--- config.mk ---
export PLATFORM = sky130hd
export DESIGN_NAME = rv_ctrl_fsm_flat
export DESIGN_NICKNAME = d
export VERILOG_FILES = /design/src/rtl/rv_ctrl_pkg.sv /design/src/rtl/rv_ctrl_if.sv /design/src/rtl/rv_instr_type_dec.sv /design/src/rtl/rv_ctrl_fsm.sv /design/src/flat_wrapper.sv
export SDC_FILE = /design/constraint.sdc
export NUM_CORES = 1
export LEC_CHECK = 0
export BUFFER_PORTS_ARGS = -buffer_cell sky130_fd_sc_hd__buf_4
export CAP_MARGIN = 10
export CORE_MARGIN = 3
export CORE_UTILIZATION = 35
export CTS_CLUSTER_DIAMETER = 150
export DETAILED_ROUTE_END_ITERATION = 8
export PLACE_DENSITY_LB_ADDON = 0.2
export SLEW_MARGIN = 30
export SYNTH_ARGS = -nofsm -noshare
export SYNTH_HDL_FRONTEND = slang
export SYNTH_SLANG_ARGS = --single-unit
export TNS_END_PERCENT = 30
--- constraint.sdc ---
create_clock -name clk_i -period 2.5 [get_ports clk_i]
set_input_delay 0.375 -clock clk_i [delete_from_list [all_inputs] [get_ports clk_i]]
set_output_delay 0.375 -clock clk_i [all_outputs]
set_load 0.01 [all_outputs]
--- src/rtl/rv_ctrl_pkg.sv ---
// rv_ctrl_pkg: shared types for the RV32I multicycle control sequencer.
// State encoding, opcode constants and the one-hot instruction-type bundle.
package rv_ctrl_pkg;

  typedef enum logic [2:0] {
    S_IDLE    = 3'd0,
    S_FETCH   = 3'd1,
    S_DECODE  = 3'd2,
    S_EXECUTE = 3'd3,
    S_MEM     = 3'd4,
    S_WB      = 3'd5,
    S_TRAP    = 3'd6
  } state_t;

  localparam logic [6:0] OP_R      = 7'b0110011;
  localparam logic [6:0] OP_IMM    = 7'b0010011;
  localparam logic [6:0] OP_LOAD   = 7'b0000011;
  localparam logic [6:0] OP_JALR   = 7'b1100111;
  localparam logic [6:0] OP_STORE  = 7'b0100011;
  localparam logic [6:0] OP_BRANCH = 7'b1100011;
  localparam logic [6:0] OP_LUI    = 7'b0110111;
  localparam logic [6:0] OP_AUIPC  = 7'b0010111;
  localparam logic [6:0] OP_JAL    = 7'b1101111;

  typedef struct packed {
    logic i;
    logic r;
    logic s;
    logic sb;
    logic u;
    logic uj;
  } itype_t;

endpackage

--- src/rtl/rv_ctrl_if.sv ---
// rv_ctrl_if: instruction/data memory handshake between sequencer and memories.
// master = sequencer side, slave = memory side.
interface rv_ctrl_if;

  logic imem_req_o;
  logic imem_valid_i;
  logic dmem_req_o;
  logic dmem_we_o;
  logic dmem_ready_i;

  modport master (
    output imem_req_o,
    output dmem_req_o,
    output dmem_we_o,
    input  imem_valid_i,
    input  dmem_ready_i
  );

  modport slave (
    input  imem_req_o,
    input  dmem_req_o,
    input  dmem_we_o,
    output imem_valid_i,
    output dmem_ready_i
  );

endinterface

--- src/rtl/rv_instr_type_dec.sv ---
// rv_instr_type_dec: opcode -> one-hot instruction type plus side flags.
// Purely combinational; anything outside RV32I base opcodes is illegal.
module rv_instr_type_dec
  import rv_ctrl_pkg::*;
(
  input  logic [6:0] i_opcode,
  output itype_t     o_type,
  output logic       o_illegal,
  output logic       o_load,
  output logic       o_jalr
);

  // Classify the opcode into exactly one type or flag it illegal
  always_comb begin
    o_type    = '0;
    o_illegal = 1'b0;
    o_load    = 1'b0;
    o_jalr    = 1'b0;
    unique case (1'b1)
      (i_opcode == OP_R):      o_type.r  = 1'b1;
      (i_opcode == OP_IMM):    o_type.i  = 1'b1;
      (i_opcode == OP_LOAD): begin
        o_type.i = 1'b1;
        o_load   = 1'b1;
      end
      (i_opcode == OP_JALR): begin
        o_type.i = 1'b1;
        o_jalr   = 1'b1;
      end
      (i_opcode == OP_STORE):  o_type.s  = 1'b1;
      (i_opcode == OP_BRANCH): o_type.sb = 1'b1;
      (i_opcode == OP_LUI):    o_type.u  = 1'b1;
      (i_opcode == OP_AUIPC):  o_type.u  = 1'b1;
      (i_opcode == OP_JAL):    o_type.uj = 1'b1;
      default:                 o_illegal = 1'b1;
    endcase
  end

endmodule

--- src/rtl/rv_ctrl_fsm.sv ---
// rv_ctrl_fsm: multicycle FETCH/DECODE/EXECUTE/MEM/WB sequencer for RV32I.
// Optional performance counters are built when RV_PERF_CNT_EN is defined.
module rv_ctrl_fsm
  import rv_ctrl_pkg::*;
#(
  parameter int CNT_W = 32
) (
  input  logic             clk_i,
  input  logic             rst_ni,
  input  logic [31:0]      instr_i,
  input  logic             branch_taken_i,
  rv_ctrl_if.master        mem_if,
  output logic             ir_we_o,
  output logic             I_EN_o,
  output logic             R_EN_o,
  output logic             S_EN_o,
  output logic             SB_EN_o,
  output logic             U_EN_o,
  output logic             UJ_EN_o,
  output logic             rf_we_o,
  output logic             pc_we_o,
  output logic             pc_sel_o,
  output logic             illegal_o,
`ifdef RV_PERF_CNT_EN
  output logic [CNT_W-1:0] cycle_cnt_o,
  output logic [CNT_W-1:0] instret_o,
`endif
  output logic [2:0]       state_o
);

  state_t      r_state;
  itype_t      r_type;
  logic        r_load;
  logic        r_jalr;
  logic        r_illegal;

  itype_t      w_type;
  logic        w_illegal;
  logic        w_load;
  logic        w_jalr;
  logic [24:0] w_instr_unused;

  logic        w_imem_req;
  logic        w_ir_we;
  logic        w_dmem_req;
  logic        w_dmem_we;
  logic        w_rf_we;
  logic        w_pc_we;
  logic        w_pc_sel;

  assign w_instr_unused = instr_i[31:7];

  rv_instr_type_dec u_dec (
    .i_opcode  (instr_i[6:0]),
    .o_type    (w_type),
    .o_illegal (w_illegal),
    .o_load    (w_load),
    .o_jalr    (w_jalr)
  );

  // State sequencing plus registered type enables and sticky illegal
  always_ff @(posedge clk_i) begin
    if (!rst_ni) begin
      r_state   <= S_IDLE;
      r_type    <= '0;
      r_load    <= 1'b0;
      r_jalr    <= 1'b0;
      r_illegal <= 1'b0;
    end else begin
      case (r_state)
        S_IDLE: r_state <= S_FETCH;
        S_FETCH: begin
          if (mem_if.imem_valid_i)
            r_state <= S_DECODE;
        end
        S_DECODE: begin
          r_type <= w_type;
          r_load <= w_load;
          r_jalr <= w_jalr;
          if (w_illegal) begin
            r_illegal <= 1'b1;
            r_state   <= S_TRAP;
          end else begin
            r_state <= S_EXECUTE;
          end
        end
        S_EXECUTE: begin
          r_state <= (r_load || r_type.s) ? S_MEM : S_WB;
        end
        S_MEM: begin
          if (mem_if.dmem_ready_i)
            r_state <= r_load ? S_WB : S_FETCH;
        end
        S_WB:   r_state <= S_FETCH;
        S_TRAP: r_state <= S_TRAP;
        default: r_state <= S_IDLE;
      endcase
    end
  end

  // Strobes and requests decoded from the current state
  always_comb begin
    w_imem_req = 1'b0;
    w_ir_we    = 1'b0;
    w_dmem_req = 1'b0;
    w_dmem_we  = 1'b0;
    w_rf_we    = 1'b0;
    w_pc_we    = 1'b0;
    w_pc_sel   = 1'b0;
    case (r_state)
      S_FETCH: begin
        w_imem_req = 1'b1;
        w_ir_we    = mem_if.imem_valid_i;
      end
      S_MEM: begin
        w_dmem_req = 1'b1;
        w_dmem_we  = r_type.s;
        w_pc_we    = r_type.s & mem_if.dmem_ready_i;
      end
      S_WB: begin
        w_pc_we  = 1'b1;
        w_rf_we  = r_type.r | r_type.i
                 | r_type.u | r_type.uj;
        w_pc_sel = r_type.uj | r_jalr
                 | (r_type.sb & branch_taken_i);
      end
      default: ;
    endcase
  end

  assign mem_if.imem_req_o = w_imem_req;
  assign mem_if.dmem_req_o = w_dmem_req;
  assign mem_if.dmem_we_o  = w_dmem_we;

  assign ir_we_o   = w_ir_we;
  assign rf_we_o   = w_rf_we;
  assign pc_we_o   = w_pc_we;
  assign pc_sel_o  = w_pc_sel;
  assign illegal_o = r_illegal;
  assign state_o   = r_state;

  assign I_EN_o  = r_type.i;
  assign R_EN_o  = r_type.r;
  assign S_EN_o  = r_type.s;
  assign SB_EN_o = r_type.sb;
  assign U_EN_o  = r_type.u;
  assign UJ_EN_o = r_type.uj;

`ifdef RV_PERF_CNT_EN
  logic [CNT_W-1:0] r_cycle_cnt;
  logic [CNT_W-1:0] r_instret;

  // Cycle and retire counters, frozen once trapped
  always_ff @(posedge clk_i) begin
    if (!rst_ni) begin
      r_cycle_cnt <= '0;
      r_instret   <= '0;
    end else if (r_state != S_TRAP) begin
      r_cycle_cnt <= r_cycle_cnt + 1'b1;
      if (w_pc_we)
        r_instret <= r_instret + 1'b1;
    end
  end

  assign cycle_cnt_o = r_cycle_cnt;
  assign instret_o   = r_instret;
`else
  logic [CNT_W-1:0] w_cnt_unused;
  assign w_cnt_unused = '0;
`endif

endmodule
--- src/flat_wrapper.sv ---
// flat-port wrapper written by rule: the top's interface ports become plain ports
module rv_ctrl_fsm_flat import rv_ctrl_pkg::*;
#(
  parameter int CNT_W = 32
)
  (clk_i, rst_ni, instr_i, branch_taken_i, ir_we_o, I_EN_o, R_EN_o, S_EN_o, SB_EN_o, U_EN_o, UJ_EN_o, rf_we_o, pc_we_o, pc_sel_o, illegal_o, state_o, mem_if_imem_req_o, mem_if_dmem_req_o, mem_if_dmem_we_o, mem_if_imem_valid_i, mem_if_dmem_ready_i);
  rv_ctrl_if mem_if_i ();
  input  logic clk_i;
  input  logic rst_ni;
  input  logic [31:0] instr_i;
  input  logic branch_taken_i;
  output logic ir_we_o;
  output logic I_EN_o;
  output logic R_EN_o;
  output logic S_EN_o;
  output logic SB_EN_o;
  output logic U_EN_o;
  output logic UJ_EN_o;
  output logic rf_we_o;
  output logic pc_we_o;
  output logic pc_sel_o;
  output logic illegal_o;
  output logic [2:0] state_o;
  output wire logic [$bits(mem_if_i.imem_req_o)-1:0] mem_if_imem_req_o;
  output wire logic [$bits(mem_if_i.dmem_req_o)-1:0] mem_if_dmem_req_o;
  output wire logic [$bits(mem_if_i.dmem_we_o)-1:0] mem_if_dmem_we_o;
  input wire logic [$bits(mem_if_i.imem_valid_i)-1:0] mem_if_imem_valid_i;
  input wire logic [$bits(mem_if_i.dmem_ready_i)-1:0] mem_if_dmem_ready_i;
  assign mem_if_imem_req_o = mem_if_i.imem_req_o;
  assign mem_if_dmem_req_o = mem_if_i.dmem_req_o;
  assign mem_if_dmem_we_o = mem_if_i.dmem_we_o;
  assign mem_if_i.imem_valid_i = mem_if_imem_valid_i;
  assign mem_if_i.dmem_ready_i = mem_if_dmem_ready_i;
  rv_ctrl_fsm #(.CNT_W(CNT_W)) u_core (.clk_i(clk_i), .rst_ni(rst_ni), .instr_i(instr_i), .branch_taken_i(branch_taken_i), .mem_if(mem_if_i), .ir_we_o(ir_we_o), .I_EN_o(I_EN_o), .R_EN_o(R_EN_o), .S_EN_o(S_EN_o), .SB_EN_o(SB_EN_o), .U_EN_o(U_EN_o), .UJ_EN_o(UJ_EN_o), .rf_we_o(rf_we_o), .pc_we_o(pc_we_o), .pc_sel_o(pc_sel_o), .illegal_o(illegal_o), .state_o(state_o));
endmodule
* After elaboration in Yosys (flattened, before gate mapping)
Cells that the tools add are included.
** Word-level totals
- Register bits :: 12
- Input bits :: 37
- Output and inout bits :: 17
- Logic and storage cells :: 64
** Cells by class
- Eq/ne operators :: 17
- Multiplexer cells :: 21
- Bitwise gates (word level) :: 8
- Reductions and logical operators :: 8
** Operators with widths (number)
- 7-bit by 6-bit equality test with 1-bit output, second input constant :: 3
- 7-bit equality test, second input constant :: 3
- 3-bit case mux with 6 select lines :: 1
- 1-bit 2-to-1 mux :: 15
- 7-bit by 5-bit equality test with 1-bit output, second input constant :: 2
- 3-bit 2-to-1 mux :: 4
- 3-bit equality test, second input constant :: 3
- 9-bit OR reduction :: 1
- 7-bit by 2-bit equality test with 1-bit output, second input constant :: 1
- 3-bit by 2-bit equality test with 1-bit output, second input constant :: 2
- 1-bit OR :: 5
- 2-bit != test, second input constant :: 2
- 2-bit AND reduction :: 2
- 2-bit OR reduction :: 2
- 3-bit by 1-bit equality test with 1-bit output, second input constant :: 1
- 3-bit zero test :: 1
- 3-bit OR reduction :: 1
- 1-bit bitwise AND :: 2
- 1-bit case mux with 2 select lines :: 1
- 1-bit logical OR :: 1
- 1-bit NOT :: 1

* Depth between registers and ports, before layout
Gate-level depths: netlist of the first run.
- Depth after elaboration :: 4
- Depth in mapped cells :: 6
- Depth with buffers taken out :: 4

* By module
A second synthesis of the first run with hierarchy kept.
** Second synthesis, totals
- Cells, all modules :: 80
- Area total of the unflattened synthesis :: 703.2 um^2
** Modules (own cells, without submodules)
- rv_ctrl_fsm :: times used 1, cells each 59, area each 579.3 um^2, sequential area each 240.2 um^2
- rv_instr_type_dec :: times used 1, cells each 21, area each 123.9 um^2, sequential area each 0.0 um^2

* Worst setup path before layout of the first run
OpenSTA, ideal clock, no wires.
- Kind :: flip-flop to output port
- From :: register u_core.r_state[2], in the netlist u_core.state_o[2]
- To :: output port pc_we_o
- Arrival :: 1.296 ns
- Data required time :: 2.125 ns
- Slack :: 0.829 ns
- Stages on the path, launching flop included :: 5
- Buffers on the path :: 0
- Cells stage by stage :: dfxtp_1 inv_1 nor3_1 and2_1 o2bb2ai_1
** On the way
- Word-level cells in the longest chain between the ends :: 2
- Elaborated cells on any way between the ends :: 3
- Classes of those cells :: eq/ne: 2; mux: 1
** Ends and longest elaborated chain
- from (decl) :: line rv_ctrl_fsm.sv:31 : state_t r_state;
- from (signal assigned) :: line rv_ctrl_fsm.sv:88 : r_state <= (r_load || r_type.s) ? S_MEM : S_WB;
- from (signal assigned) :: line rv_ctrl_fsm.sv:92 : r_state <= r_load ? S_WB : S_FETCH;
- 3-bit equality test :: line rv_ctrl_fsm.sv:110 : case (r_state)
- 1-bit case mux with 2 select lines (*) :: line rv_ctrl_fsm.sv:110
- to (decl) :: line flat_wrapper.sv:20 : output logic pc_we_o;
Mark *: on every way between the ends. The rest lies on a longest branch, timed or not.

* Worst setup path after layout of the first run
Ends and elaborated chain as after synthesis.

==> flow_summary.json, run 1 <==
{
  "clock_skew_ns": 0.00152,
  "stdcell_count": 137,
  "grtUsageMet3": 0.0211,
  "tightestPinTransition_ns": 0.415,
  "cts_tree": "built",
  "drt_pass1_iterations": 4,
  "critical_path_class": "reg -> out",
  "yosysWarnings": 0,
  "fillers": 177,
  "synth_edf_count": 0,
  "required_ns": 2.12,
  "cp_data_arrival_time_ns": 1.49,
  "outcome": "completed",
  "grt_pass1_vias": 650,
  "num_antenna_cells": 0,
  "synth_nets": 121,
  "synthFlopType": "dfxtp_1",
  "post-cts-setup-buffers": 0,
  "grt_use_total": 0.143,
  "intPower_mw": 0.329,
  "path_clk_slew_ns": 0.08,
  "reg2reg_slack_ns": 0.82,
  "holdBufCountCts": 0,
  "post_drt_wl_per_cell_um": 11.8,
  "p_sw_mw": 0.123,
  "dieArea_um2": 2480,
  "grt_max_degree": 15,
  "syn_area_um2": 671,
  "synthAdderAreaFrac": 0,
  "slew_headroom": 0.719,
  "final_nets": 150,
  "p_leak_nw": 0.377,
  "grt_pass1_wl_um": 2770,
  "yosys.area_share.simple": 0.390,
  "pwr-share-clk": 0.358,
  "ir_worst_vdd_mv": 0.182,
  "clk_path_buf_depth": 2,
  "setup_violations": 0,
  "synthArstFlopShare": 0,
  "root_buffer": "clkbuf_4",
  "ys_types": 28,
  "via_count": 727,
  "combPwrFrac": 0.181,
  "slew_violations": 0,
  "cts_resized": 0,
  "synth_seq_area_share": 0.358,
  "avgViaCountPerCell": 5.31,
  "hold_path_class": "in -> reg",
  "period_needed_ns": 1.87,
  "ioPinCount": 54,
  "drt_iter0_markers": 19,
  "grt-ovfl-total": 0,
  "gr-usage-met1": 0.189,
  "critPathLaunchType": "flip-flop",
  "clock_sinks": 12,
  "path_max_fanout": 7,
  "hold_viol": 0,
  "seqCellArea_um2": 240,
  "antenna_found_initial": 0,
  "gp_congestion": 0.771,
  "sw_frac_of_total": 0.271,
  "seqPwrFrac": 0.461,
  "dieWidth_um": 49.8,
  "syn_to_final_growth_pct": 36.9,
  "synth_top_family_by_area": "simple AND/OR/NAND/NOR gates",
  "multi_input_area_um2": 397,
  "fin_crit_sh": 0.746,
  "fp-row-count": 15,
  "htreeDepth": 1,
  "synth.area.mux_share": 0,
  "syn_inst": 84,
  "synth_seq_cells": 12,
  "met2_usage": 0.214,
  "synth_compound_area_frac": 0.201,
  "numPlacedInstances": 133,
  "grt_setup_unrepaired": "false",
  "port_buffers": 28,
  "drive_gt1_frac": 0.304,
  "avgSynthCellArea_um2": 7.98,
  "power_density_nw_per_um2": 492,
  "max_freq_mhz": 536,
  "drtAntennaViolNets": 0,
  "cp-end-kind": "output port",
  "grt-busiest-layer": "met2",
  "start_util": 0.380,
  "coreArea_um2": 1760,
  "numCtsBuffers": 3,
  "drc_errors": 0,
  "routed_wl_um": 1620,
  "setup_tns_ns": 0,
  "clkLatencyLatePin_ns": 0.28,
  "dp_hpwl_um": 1230,
  "dieHeight_um": 49.8,
  "synth-xor-area-share": 0,
  "drv_cap": 0
}
-- per-layer routing --
layer	routed length (um)	up-vias
li1	-	359
met1	762	323
met2	697	34
met3	102	11
met4	55	0
met5	0	-
-- cells by family (layout without fill, tap and decap cells) --
kind of cell | Yosys count | count (layout)
buf+inv | 5 | 33
flops | 12 | 12
compound gates | 19 | 19
simple gates | 48 | 48
-- state kept, by name (all words and copies together) (netlist names) --
| register | cells |
|---|---|
| u_core.state_o | 3 |
| u_core.I_EN_o | 1 |
| u_core.R_EN_o | 1 |
| u_core.SB_EN_o | 1 |
| u_core.S_EN_o | 1 |
| u_core.UJ_EN_o | 1 |
| u_core.U_EN_o | 1 |
| u_core.illegal_o | 1 |
| u_core.r_jalr | 1 |
| u_core.r_load | 1 |
-- worst max-delay path: stages, from the launching register on --
cell       delay (ns)
dfxtp_1          0.43
inv_1            0.11
nor3_1           0.23
and2_1           0.18
o2bb2ai_1        0.12
buf_4            0.14
-- Yosys cell counts, types with 2 or more instances --
master,n,area (um^2)
and2_1,4,25.0
o21ai_0,3,15.0
nand2b_1,3,18.8
nor3_1,6,30.0
nor2_1,5,18.8
nor2b_1,3,18.8
or3b_1,2,17.5
a21oi_1,3,15.0
nor4_1,2,12.5
a21boi_1,6,45.0
clkbuf_1,2,7.51
buf_6,2,22.5
dfxtp_1,12,240
nand3b_1,3,22.5
nand2_1,12,45.0
and3_1,2,12.5
nand4_1,3,18.8
-- cell type report --
type                            count  area share
Clock buffer                        4      0.0395
Inverter                            1     0.00409
Timing Repair Buffer               28       0.229
Sequential cell                    12       0.262
Multi-Input combinational cell     67       0.432
Tap cell                           25      0.0341
-- placed cells by master, fill, tap and decap left out, types with 2 or more instances in the layout --
master and count:
or3b_1 2, nor2_1 5, and3_1 2, nand2b_1 3, nand2_1 12, and2_1 4
nand3b_1 3, dfxtp_1 12, buf_4 28, clkbuf_4 3, o21ai_0 3, nand4_1 3
a21boi_1 6, nor3_1 6, nor2b_1 3, nor4_1 2, a21oi_1 3
-- through the flow --
stage / power (mW) / cell area (um^2) / hold slack (ns) / setup WS, ns / utilization
2_1_floorplan: 0.256 / 671 / 0.435 / 0.829 / -
3_3_place_gp: 0.294 / 882 / 0.446 / 0.820 / 0.500
3_5_place_dp: 0.294 / 882 / 0.452 / 0.829 / 0.500
4_1_cts: 0.454 / 918 / 0.380 / 0.646 / 0.521
5_1_grt: 0.472 / 918 / 0.393 / 0.522 / 0.521
6_report: 0.451 / 918 / 0.386 / 0.635 / 0.521
-- path summary, 6_finish.rpt --
kind                                         from  cells past startpoint       endpoint
worst max-delay path            u_core.state_o[2]                      5        pc_we_o
worst min-delay path                   instr_i[4]                      3  u_core.R_EN_o
worst max register to register  u_core.state_o[1]                      3  u_core.S_EN_o
worst min register to register      u_core.r_jalr                      2  u_core.r_jalr
-- power by group through the flow --
stage,Clock (mW),Sequential (mW),Combinational (mW)
6_report,0.162,0.208,0.0816
5_1_grt,0.173,0.209,0.0899
4_1_cts,0.164,0.208,0.0823
3_5_place_dp,0,0.212,0.0823
3_3_place_gp,0,0.212,0.0814
2_1_floorplan,0,0.212,0.0440
(Power assumes the default switching activity.)
==> run 2: changes to the inputs <==
==> constraint.sdc (replaced) <==
create_clock -name clk_i -period 1.79 [get_ports clk_i]
set_input_delay 0.2685 -clock clk_i [delete_from_list [all_inputs] [get_ports clk_i]]
set_output_delay 0.2685 -clock clk_i [all_outputs]
set_load 0.01 [all_outputs]
==> flow_summary.json, run 2 (same netlist as run 1, synthesis figures left out) <==
{
  "outcome": "completed",
  "numPlacedInstances": 135,
  "num_antenna_cells": 0,
  "fp-row-count": 15,
  "power_density_nw_per_um2": 628,
  "drive_gt1_frac": 0.327,
  "slew_headroom": 0.729,
  "clkLatencyLatePin_ns": 0.27,
  "ioPinCount": 54,
  "critPathLaunchType": "flip-flop",
  "start_util": 0.380,
  "clk_path_buf_depth": 2,
  "cp_data_arrival_time_ns": 1.48,
  "reg2reg_slack_ns": 0.40,
  "reg2regPathDepth": 3,
  "cp-end-kind": "output port",
  "met2_usage": 0.220,
  "final_common_cell": "buf_4",
  "root_buffer": "clkbuf_4",
  "cts_tree": "built",
  "hold_viol": 0,
  "min_from": "instr_i[4]",
  "seqCellArea_um2": 243,
  "hold_path_class": "in -> reg",
  "critical_path_class": "reg -> out",
  "tightestPinTransition_ns": 0.401,
  "final_cell_mix": "30 x buf_4, 12 x nand2_1, 10 x dfxtp_1",
  "dp_hpwl_um": 1300,
  "dpl-instance-area_um2": 897,
  "grt_setup_unrepaired": "true",
  "grt_use_total": 0.145,
  "syn_to_final_growth_pct": 37.5,
  "gp_congestion": 0.748,
  "r2r-end": "u_core.S_EN_o",
  "coreArea_um2": 1760,
  "fin_area_um2": 922,
  "routed_wl_um": 1700,
  "fin_crit_sh": 0.976,
  "post-place-ws_ns": 0.294,
  "grt-busiest-layer": "met2",
  "post_drt_wl_per_cell_um": 12.3,
  "grt_pass1_vias": 631,
  "slew_violations": 0,
  "dieWidth_um": 49.8,
  "setup_tns_ns": 0,
  "max_freq_mhz": 572,
  "antenna_found_initial": 0,
  "grt-ovfl-total": 0,
  "fillers": 195,
  "p_leak_nw": 0.380,
  "required_ns": 1.52,
  "avgViaCountPerCell": 5.18,
  "htreeDepth": 1,
  "drt_iter0_markers": 21,
  "port_buffers": 28,
  "stdcell_count": 138,
  "drt_pass1_iterations": 2,
  "via_count": 715,
  "grt_pass1_wl_um": 2770,
  "p_total_mw": 0.579,
  "multi_input_area_um2": 397,
  "setup_slack_ns": 0.0426,
  "reg2reg_from": "u_core.state_o[1]",
  "dieHeight_um": 49.8,
  "final_nets": 152,
  "drc_errors": 0,
  "holdPathStages": 3,
  "path_clk_slew_ns": 0.07,
  "ir_worst_vdd_mv": 0.313,
  "clock_sinks": 12,
  "grtUsageMet3": 0.0211,
  "path_max_fanout": 6,
  "grt_max_degree": 15,
  "period_needed_ns": 1.75,
  "dieArea_um2": 2480,
  "hold-path-endpoint": "u_core.R_EN_o",
  "fin_util": 0.523,
  "drtAntennaViolNets": 0,
  "hold_slack_ns": 0.287,
  "gr-usage-met1": 0.193,
  "largest_reg_flops": 3,
  "setup_violations": 0,
  "clock_skew_ns": 0.00104,
  "numCtsBuffers": 3,
  "drv_cap": 0
}
run 2: changes by cell type in the layout (fill, tap and decap cells not counted):
cell | previous run | this run
buf_4 | 28 | 30
dfxtp_1 | 12 | 10
dfxtp_2 | 0 | 2
clkbuf_8 | 1 | 0
run 2: routing by layer:
metal  routed length, um  vias up  part of all wire
li1                    -      360                 -
met1                 825      330              0.49
met2                 752       21              0.44
met3                  89        4             0.052
met4                  34        0             0.020
met5                   0        -                 0
run 2: timing repair:
item	4_1_cts	5_1_grt
resized for setup	1	1
setup endpoints to repair	1	3
hold buffers	0	0
setup buffers	0	0
run 2: final cells by class:
type	count	area share
timing repair buffer	30	0.244
tap	25	0.0339
clock buffer	3	0.0244
sequential	12	0.263
inverter	1	0.00407
multi-input combinational	67	0.430
run 2: worst max-delay path by stage:
stage | from | end | slack [ns] | depth (start not counted)
final | u_core.state_o[1] | pc_we_o | 0.04 | 5
after global routing | u_core.state_o[1] | pc_we_o | -0.06 | 5
after CTS | u_core.state_o[1] | pc_we_o | 0.04 | 5
after detailed placement | u_core.state_o[2] | pc_we_o | 0.29 | 5
after global placement | u_core.state_o[0] | pc_sel_o | 0.37 | 4
after floorplan | u_core.state_o[2] | pc_we_o | 0.23 | 4
run 2: worst max-delay path: stages (launching register included):
cell and delay, ns:
dfxtp_1 0.36, buf_4 0.18, nor3_1 0.18, and2_1 0.20
o2bb2ai_1 0.14, buf_4 0.15
run 2: where the power goes:
part | switching (mW) | total, mW | leakage, nW | internal (mW)
Sequential | 0.0130 | 0.290 | 0.0979 | 0.277
Clock | 0.0894 | 0.167 | 0.0138 | 0.0779
Combinational | 0.0586 | 0.122 | 0.268 | 0.0635
Total | 0.161 | 0.579 | 0.380 | 0.418
